$ cat src/rtl/peripheral_stepper_multi.sv
// Multi-axis step/direction motion controller on the J1 I/O bus.
// Each channel runs its own IDLE/SETUP/HIGH/LOW pulse FSM toward a signed target.
module peripheral_stepper_multi #(
    parameter int N_CH    = 2,
    parameter int ADDR_W  = 5,
    parameter int PULSE_W = 4
) (
    input  logic              clk,
    input  logic              rst,
    input  logic [15:0]       d_in,
    input  logic              cs,
    input  logic [ADDR_W-1:0] addr,
    input  logic              rd,
    input  logic              wr,
    output logic [15:0]       d_out,
    output logic [N_CH-1:0]   step,
    output logic [N_CH-1:0]   dir,
    output logic              irq
);

    localparam int          CH_W    = ADDR_W - 2;
    localparam logic [15:0] PW      = 16'(PULSE_W);
    localparam logic [15:0] MIN_PER = 16'(2 * PULSE_W);

    typedef enum logic [1:0] {
        S_IDLE,
        S_SETUP,
        S_HIGH,
        S_LOW
    } st_t;

    logic [CH_W-1:0] ch_sel;
    logic [1:0]      reg_sel;
    logic            ch_ok;
    logic            bus_wr;
    logic [15:0]     rd_mux;

    logic [15:0]     ctrl_v [N_CH];
    logic [15:0]     per_v  [N_CH];
    logic [15:0]     tgt_v  [N_CH];
    logic [15:0]     pos_v  [N_CH];
    logic [N_CH-1:0] irq_v;

    assign ch_sel  = addr[ADDR_W-1:2];
    assign reg_sel = addr[1:0];
    assign ch_ok   = 32'(ch_sel) < 32'(N_CH);
    assign bus_wr  = cs && wr;

    for (genvar c = 0; c < N_CH; c++) begin : g_ch
        st_t         st, st_nx;
        logic        en_q, ie_q, done_q, dir_q, dir_nx;
        logic        done_set, pos_step, sel, want, up;
        logic [15:0] per_q, tgt_q, pos_q;
        logic [15:0] cnt, cnt_nx, low_len, low_nx, eff, low_new;

        assign sel     = bus_wr && ch_ok && (32'(ch_sel) == 32'(c));
        assign want    = en_q && (pos_q != tgt_q);
        assign up      = $signed(tgt_q) > $signed(pos_q);
        assign eff     = (per_q > MIN_PER) ? per_q : MIN_PER;
        assign low_new = eff - PW;

        // LOW length is latched at decision points so a PERIOD write
        // never stretches or truncates the period already in flight.
        always_comb begin
            st_nx    = st;
            cnt_nx   = cnt;
            dir_nx   = dir_q;
            low_nx   = low_len;
            pos_step = 1'b0;
            done_set = 1'b0;
            unique case (st)
                S_IDLE: begin
                    if (want) begin
                        st_nx  = S_SETUP;
                        dir_nx = up;
                        low_nx = low_new;
                    end
                end
                S_SETUP: begin
                    st_nx  = S_HIGH;
                    cnt_nx = PW - 16'd1;
                end
                S_HIGH: begin
                    if (cnt == 16'd0) begin
                        st_nx    = S_LOW;
                        cnt_nx   = low_len - 16'd1;
                        pos_step = 1'b1;
                    end else begin
                        cnt_nx = cnt - 16'd1;
                    end
                end
                S_LOW: begin
                    if (cnt != 16'd0) begin
                        cnt_nx = cnt - 16'd1;
                    end else if (want && (up == dir_q)) begin
                        st_nx  = S_HIGH;
                        cnt_nx = PW - 16'd1;
                        low_nx = low_new;
                    end else if (want) begin
                        st_nx  = S_SETUP;
                        dir_nx = up;
                        low_nx = low_new;
                    end else begin
                        st_nx    = S_IDLE;
                        done_set = (pos_q == tgt_q);
                    end
                end
            endcase
        end

        always_ff @(posedge clk or negedge rst) begin
            if (!rst) begin
                st      <= S_IDLE;
                cnt     <= '0;
                dir_q   <= 1'b0;
                low_len <= '0;
            end else begin
                st      <= st_nx;
                cnt     <= cnt_nx;
                dir_q   <= dir_nx;
                low_len <= low_nx;
            end
        end

        always_ff @(posedge clk or negedge rst) begin
            if (!rst) begin
                en_q   <= 1'b0;
                ie_q   <= 1'b0;
                done_q <= 1'b0;
                per_q  <= '0;
                tgt_q  <= '0;
                pos_q  <= '0;
            end else begin
                if (sel) begin
                    unique case (reg_sel)
                        2'd0: begin
                            en_q <= d_in[0];
                            ie_q <= d_in[3];
                        end
                        2'd1: per_q <= d_in;
                        2'd2: tgt_q <= d_in;
                        2'd3: if (st == S_IDLE) pos_q <= d_in;
                    endcase
                end
                if (pos_step) begin
                    pos_q <= dir_q ? pos_q + 16'd1 : pos_q - 16'd1;
                end
                if (done_set) begin
                    done_q <= 1'b1;
                end else if (sel && (reg_sel == 2'd0) && d_in[2]) begin
                    done_q <= 1'b0;
                end
            end
        end

        assign step[c]   = (st == S_HIGH);
        assign dir[c]    = dir_q;
        assign irq_v[c]  = done_q & ie_q;
        assign ctrl_v[c] = {12'd0, ie_q, done_q, st != S_IDLE, en_q};
        assign per_v[c]  = per_q;
        assign tgt_v[c]  = tgt_q;
        assign pos_v[c]  = pos_q;
    end

    always_comb begin
        rd_mux = '0;
        for (int i = 0; i < N_CH; i++) begin
            if (int'(ch_sel) == i) begin
                unique case (reg_sel)
                    2'd0: rd_mux = ctrl_v[i];
                    2'd1: rd_mux = per_v[i];
                    2'd2: rd_mux = tgt_v[i];
                    2'd3: rd_mux = pos_v[i];
                endcase
            end
        end
    end

    always_ff @(posedge clk or negedge rst) begin
        if (!rst) begin
            d_out <= '0;
        end else if (cs && rd) begin
            d_out <= rd_mux;
        end else begin
            d_out <= '0;
        end
    end

    assign irq = |irq_v;

endmodule

$ cat config.mk
export PLATFORM = sky130hd
export DESIGN_NAME = peripheral_stepper_multi
export DESIGN_NICKNAME = d
export VERILOG_FILES = /design/src/rtl/peripheral_stepper_multi.sv
export SDC_FILE = /design/constraint.sdc
export NUM_CORES = 1
export LEC_CHECK = 0
export ABC_AREA = 1
export CORE_MARGIN = 3
export CORE_UTILIZATION = 61
export DETAILED_ROUTE_END_ITERATION = 7
export PLACE_DENSITY = 0.8
export SETUP_SLACK_MARGIN = 0.1
export SLEW_MARGIN = 10
export SYNTH_ARGS = -nofsm -noshare
export SYNTH_HDL_FRONTEND = slang
export SYNTH_SLANG_ARGS = --single-unit
$ cat constraint.sdc
create_clock -name clk -period 4.3 [get_ports clk]
set_clock_uncertainty 0.2 [all_clocks]
set_input_delay 0.86 -clock clk [delete_from_list [all_inputs] [get_ports clk]]
set_output_delay 0.86 -clock clk [all_outputs]
set_load 0.005 [all_outputs]
==> flow_summary.json, run 1 <==
{
  "nFillCells": 1776,
  "max_freq_mhz": 306,
  "start_kind": "register",
  "crit_fanout": 13,
  "rsz0062_at_grt": "false",
  "synth_nets": 1875,
  "whs_ns": 0.268,
  "ys_seq_area_frac": 0.363,
  "antenna_left": 0,
  "r2r-start": "g_ch[0].dir_q",
  "use_met3": 0.0594,
  "avgSynthCellArea_sq_um": 7.32,
  "grt_pass1_vias": 11668,
  "syn_inst": 1773,
  "cts_buffers": 17,
  "synth_top_area_share": 0.363,
  "yosys-top-cells-area": "dfrtp_1, nand2_1, o21ai_0, ha_1, inv_1",
  "met1_usage": 0.442,
  "startpoint": "g_ch[1].st[0]",
  "num_antenna_cells": 0,
  "fin_crit_sh": 0.759,
  "drtIter0Drc": 1156,
  "htreeDepth": 4,
  "setup_violations": 0,
  "gp_congestion": 0.996,
  "synth_edf_count": 0,
  "start_util": 0.631,
  "hold_path.class": "input pin to asynchronous set/reset pin",
  "vias": 12360,
  "powerDensity_mw_per_mm2": 706,
  "grtUsageMet2": 0.489,
  "p_int_mw": 5.11,
  "clockPowerShare": 0.149,
  "finalMaxSlewViolations": 0,
  "max-slew-margin-rel": 0.437,
  "grt.overflow.total": 0,
  "p_seq_frac": 0.286,
  "drive_gt1_frac": 0.0508,
  "clock_latency_ns": 0.44,
  "drt-pass1-iter-count": 6,
  "finalPower_mw": 9.98,
  "floorplan.die_area_sq_mm": 0.0231,
  "ys_ff_latch": 188,
  "p_sw_frac": 0.488,
  "num_rows": 52,
  "netlist_area_sq_mm": 0.0130,
  "final-seq-area_sq_mm": 0.00470,
  "min_period_ns": 3.26,
  "grt_usage": 0.313,
  "synth_ff_type": "dfrtp_1",
  "io_buffers": 46,
  "wl_mm": 36.3,
  "die_y_microns": 152,
  "maxCapViolCount": 0,
  "clockRootBuffer": "clkbuf_16",
  "coreArea_sq_mm": 0.0206,
  "drc": 0,
  "synthToLayoutAreaGrowth_pct": 8.90,
  "synthDistinctLibCells": 59,
  "grt.busiest_layer": "met2",
  "p_comb_frac": 0.564,
  "cts-resized-gates": 0,
  "antenna_found_initial": 0,
  "grt_pass1_wl_mm": 59.4,
  "arrival_ns": 2.20,
  "endpoint_kind": "primary output",
  "holdBufCountCts": 0,
  "dp_hpwl_mm": 26.5,
  "die_x_microns": 152,
  "status": "finished, final reports clean",
  "netSwitchingPower_mw": 4.87,
  "path_clk_slew_ns": 0.07,
  "p_leak_nw": 6.81,
  "synth_area_leader_cell": "dfrtp_1",
  "ios": 47,
  "setup_tns_ns": 0,
  "via_per_inst": 5.94,
  "required_ns": 3.24,
  "grt_max_degree": 85,
  "post-cts-setup-buffer-count": 0,
  "multiInputGateArea_sq_mm": 0.00719,
  "worstSetupPathType": "register to primary output",
  "ir_drop_v": 0.000583,
  "worst_slew_pin_slew_ns": 0.843,
  "wl_per_cell_microns": 17.4,
  "final_net_count": 1901,
  "cts.sinks": 188,
  "cts_tree": "done",
  "final_hold_viol_count": 0,
  "yosysWarnings": 0,
  "async_flop_share": 1.00,
  "cts_buffer_depth": 2
}
==> cells in the mapped netlist, types with 5 or more instances <==
cell       instances
ha_1              74
a21oi_1           70
o221ai_1           9
o211ai_1           8
nand2_2           11
o31ai_1            6
a211oi_1          13
o22ai_1           10
nand2_1          413
nor3_1            33
xnor2_1           18
dfrtp_1          188
a31oi_1            9
nor2_2            13
o21ai_0          222
inv_1            202
nor2_1           143
nand4_1           18
nor4_1             7
buf_2              6
o21ai_1           14
a21o_1             7
a22oi_1            5
clkbuf_1          26
a2111oi_0          8
buf_6              9
inv_2              6
nand3_1          121
xor2_1            44
==> flip-flops by register name (all words and copies together), names as in the netlist, named ones only <==
| signal | count |
|---|---|
| d_out | 16 |
| g_ch.cnt | 32 |
| g_ch.dir_q | 2 |
| g_ch.done_q | 2 |
| g_ch.en_q | 2 |
| g_ch.ie_q | 2 |
| g_ch.low_len | 30 |
| g_ch.per_q | 32 |
| g_ch.pos_q | 32 |
| g_ch.st | 4 |
| g_ch.tgt_q | 32 |
==> final timing paths <==
path / end / slack [ns] / cells past startpoint
max in group asynchronous: g_ch[1].tgt_q[14] / 2.75 / 2
min in group clk: g_ch[1].cnt[0] / 0.28 / 2
min: g_ch[0].cnt[14] / 0.27 / 1
max: step[1] / 1.04 / 3
max reg2reg: g_ch[0].pos_q[11] / 1.25 / 11
min reg2reg: g_ch[1].cnt[0] / 0.28 / 2
==> layout make-up <==
type | count | area share
Clock buffer | 24 | 0.0341
Clock inverter | 8 | 0.00443
Inverter | 215 | 0.0580
Multi-Input combinational cell | 1323 | 0.509
Sequential cell | 188 | 0.333
Tap cell | 270 | 0.0239
Timing Repair Buffer | 54 | 0.0380
==> layout by cell type (no fill, tap or decap), types with 13 or more instances in the layout <==
| cell | Yosys | layout |
|---|---|---|
| inv_1 | 202 | 202 |
| nand2_1 | 413 | 413 |
| a21oi_1 | 70 | 70 |
| clkdlybuf4s50_1 | 0 | 45 |
| clkbuf_16 | 0 | 17 |
| xor2_1 | 44 | 44 |
| xnor2_1 | 18 | 18 |
| nor2_2 | 13 | 14 |
| o21ai_0 | 222 | 222 |
| nand4_1 | 18 | 18 |
| o21ai_1 | 14 | 14 |
| nand3_1 | 121 | 121 |
| a211oi_1 | 13 | 13 |
| nor2_1 | 143 | 142 |
| ha_1 | 74 | 74 |
| nor3_1 | 33 | 33 |
| dfrtp_1 | 188 | 188 |
==> routing by layer <==
metal / vias to the layer above / part of all wire
li1: 5993 / -
met1: 5755 / 0.43
met2: 536 / 0.45
met3: 76 / 0.088
met4: 0 / 0.032
met5: - / 0
==> critical path, cell delays in order (launching register included) <==
cell	delay, ns
dfrtp_1	0.39
inv_1	0.17
ha_1	0.58
clkdlybuf4s50_1	0.62
==> power groups by stage <==
stage | Combinational (mW) | Clock [mW] | Sequential, mW
finish | 5.63 | 1.49 | 2.86
global route | 6.39 | 1.56 | 2.94
CTS | 5.56 | 1.50 | 2.84
detailed placement | 5.50 | 0 | 2.86
global placement | 5.37 | 0 | 2.85
floorplan | 4.44 | 0 | 2.69
==> per-stage QoR <==
step	std cells	setup slack, ns	util	cell area (sq um)
2_1_floorplan	1773	1.85	-	13000
3_3_place_gp	2050	0.888	0.661	13600
3_5_place_dp	2050	0.771	0.661	13600
4_1_cts	2082	1.07	0.687	14100
5_1_grt	2082	0.898	0.687	14100
6_report	2082	1.04	0.687	14100
==> cell families (layout without fill, tap and decap cells) <==
group	after synthesis	count (layout)	synth area share
XOR/XNOR	62	62	0.0418
adder cells (fa/ha/maj)	76	76	0.0744
flip-flops	188	188	0.363
AND/OR/NAND/NOR	776	776	0.256
buffers and inverters	262	301	0.0837
AO/OA/AOI/OAI	409	409	0.181
(Power assumes the default switching activity.)
==> run 2, diff against run 1 <==
- clock period: 4.3 -> 3.08 ns (I/O delays scaled with it)
==> run 2 against run 1 <==
The run now ends with hold timing left; global-route usage is 0.42 points higher; sequential power is 39% higher; non-clock buffer count is 28 higher; final area is 2.5% higher; critical path depth is 7 higher; routed wire length is 1.3% higher; die area stayed put; utilization is 1.7 points higher.
==> flow_summary.json, run 2 (synthesized netlist as in run 1, its figures left out) <==
{
  "final_hold_viol_count": 8,
  "crit_fanout": 8,
  "antenna_found_initial": 1,
  "wl_per_cell_microns": 17.4,
  "ff2ff_setup_slack_ns": 0.19,
  "io_buffers": 46,
  "grt_max_degree": 71,
  "clockRootBuffer": "clkbuf_16",
  "powerDensity_mw_per_mm2": 990,
  "die_y_microns": 152,
  "gp_congestion": 0.984,
  "ios": 47,
  "min_period_ns": 2.89,
  "worstSetupPathType": "register to register",
  "setup_violations": 0,
  "wl_met3_mm": 3.11,
  "drt-pass1-iter-count": 6,
  "via_per_inst": 5.92,
  "finalMaxSlewViolations": 0,
  "cpPeakStageDelay_ns": 0.52,
  "cts_buffer_depth": 2,
  "max-slew-margin-rel": 0.599,
  "r2r-start": "g_ch[1].dir_q",
  "grt_pass1_vias": 11846,
  "worst_slew_pin_slew_ns": 0.601,
  "dp_hpwl_mm": 27.5,
  "vias": 12510,
  "wl_mm": 36.8,
  "worst-r2r-cell-count": 10,
  "num_antenna_cells": 0,
  "worstReg2RegEnd": "g_ch[1].pos_q[15]",
  "start_util": 0.631,
  "crit_chain": "clkinvlp_4 > buf_4 > ha_1 > a21o_1 > a21boi_0 > nand3_1 > a21oi_1 > xor2_1 > o21ai_0 > o21ai_0",
  "p_leak_nw": 7.00,
  "m1WireLength_mm": 16.1,
  "drc": 0,
  "cts_tree": "done",
  "endpoint_kind": "register",
  "hold_path.class": "input pin to asynchronous set/reset pin",
  "rsz0062_at_grt": "true",
  "floorplan.die_area_sq_mm": 0.0231,
  "cp_slowest_cell": "dfrtp_1",
  "max_freq_mhz": 347,
  "dr_wl_met2_mm": 16.5,
  "ir_drop_v": 0.000753,
  "grt.overflow.total": 0,
  "utilization": 0.704,
  "setup_tns_ns": 0,
  "fin_crit_sh": 0.937,
  "drive_gt1_frac": 0.0733,
  "violations": "hold timing",
  "htreeDepth": 4,
  "required_ns": 3.19,
  "status": "complete, but fails checks",
  "synthToLayoutAreaGrowth_pct": 11.6,
  "maxCapViolCount": 0,
  "cts_buffers": 17,
  "die_x_microns": 152,
  "grt_usage": 0.317,
  "instances_no_fill": 2112,
  "clock_latency_ns": 0.44,
  "crit_top_cell": "o21ai_0",
  "num_rows": 52,
  "coreArea_sq_mm": 0.0206,
  "path_clk_slew_ns": 0.07,
  "grt_pass1_wl_mm": 60.5,
  "cts.sinks": 188,
  "highest_layer": "met5",
  "arrival_ns": 3.00,
  "final_common_cell": "nand2_1",
  "most-common-layout-cells": "nand2_1, o21ai_0, inv_1",
  "whs_ns": -0.00802,
  "start_kind": "register",
  "dp_cells": 2073,
  "antenna_left": 0,
  "final_net_count": 1931,
  "drtIter0Drc": 1211
}
-- run 2: metrics by stage --
stage	instance area (sq um)	power [mW]	worst slack, ns
6_report	14500	14.3	0.194
5_1_grt	14500	15.7	0.0942
4_1_cts	14400	14.2	0.236
3_5_place_dp	13800	11.8	0.0906
3_3_place_gp	13800	11.6	0.0778
2_1_floorplan	13000	9.96	0.633
-- run 2: layer usage --
metal	track usage	vias up
li1	-	6045
met1	0.454	5863
met2	0.489	513
met3	0.0597	87
met4	0.109	2
met5	0	-
-- run 2: area by class of cell --
| cell class | count | area [sq um] |
|---|---|---|
| Timing Repair inverter | 2 | 10.0 |
| Timing Repair Buffer | 82 | 785 |
| Sequential cell | 188 | 4710 |
| Clock inverter | 14 | 175 |
| Tap cell | 270 | 338 |
| Fill cell | 1745 | 6080 |
| Inverter | 215 | 827 |
| Multi-Input combinational cell | 1323 | 7200 |
| Clock buffer | 18 | 439 |
-- run 2: critical path, delay by kind of cell, from the launching register on --
family	cells	cell delay, ns
xor+xnor	1	0.09
buf+inv	2	0.46
simple gates	1	0.20
flops	1	0.52
compound gates	5	0.90
fa+ha+maj	1	0.37
-- run 2: where the power goes --
group	switching [mW]	internal [mW]	total (mW)
Sequential	0.771	3.21	3.98
Combinational	5.11	2.92	8.03
Clock	1.07	1.26	2.33
-- run 2: repair_timing --
| item | 4_1_cts | 5_1_grt |
|---|---|---|
| buffers inserted | 0 | 5 |
| resized for setup | 1 | 10 |
| setup endpoints to repair | 1 | 16 |
| hold buffers | 0 | 0 |
| gates cloned | 0 | 2 |
-- run 2: worst max path at each step --
stage	start	to	slack, ns	cells after the start
after CTS	g_ch[1].dir_q	g_ch[1].pos_q[15]	0.24	10
after global placement	g_ch[0].dir_q	g_ch[0].pos_q[15]	0.08	12
after global routing	g_ch[0].per_q[15]	g_ch[0].low_len[14]	0.09	16
after floorplan	g_ch[0].dir_q	g_ch[0].pos_q[15]	0.63	12
after detailed placement	g_ch[0].dir_q	g_ch[0].pos_q[15]	0.09	12
final	g_ch[1].dir_q	g_ch[1].pos_q[15]	0.19	10
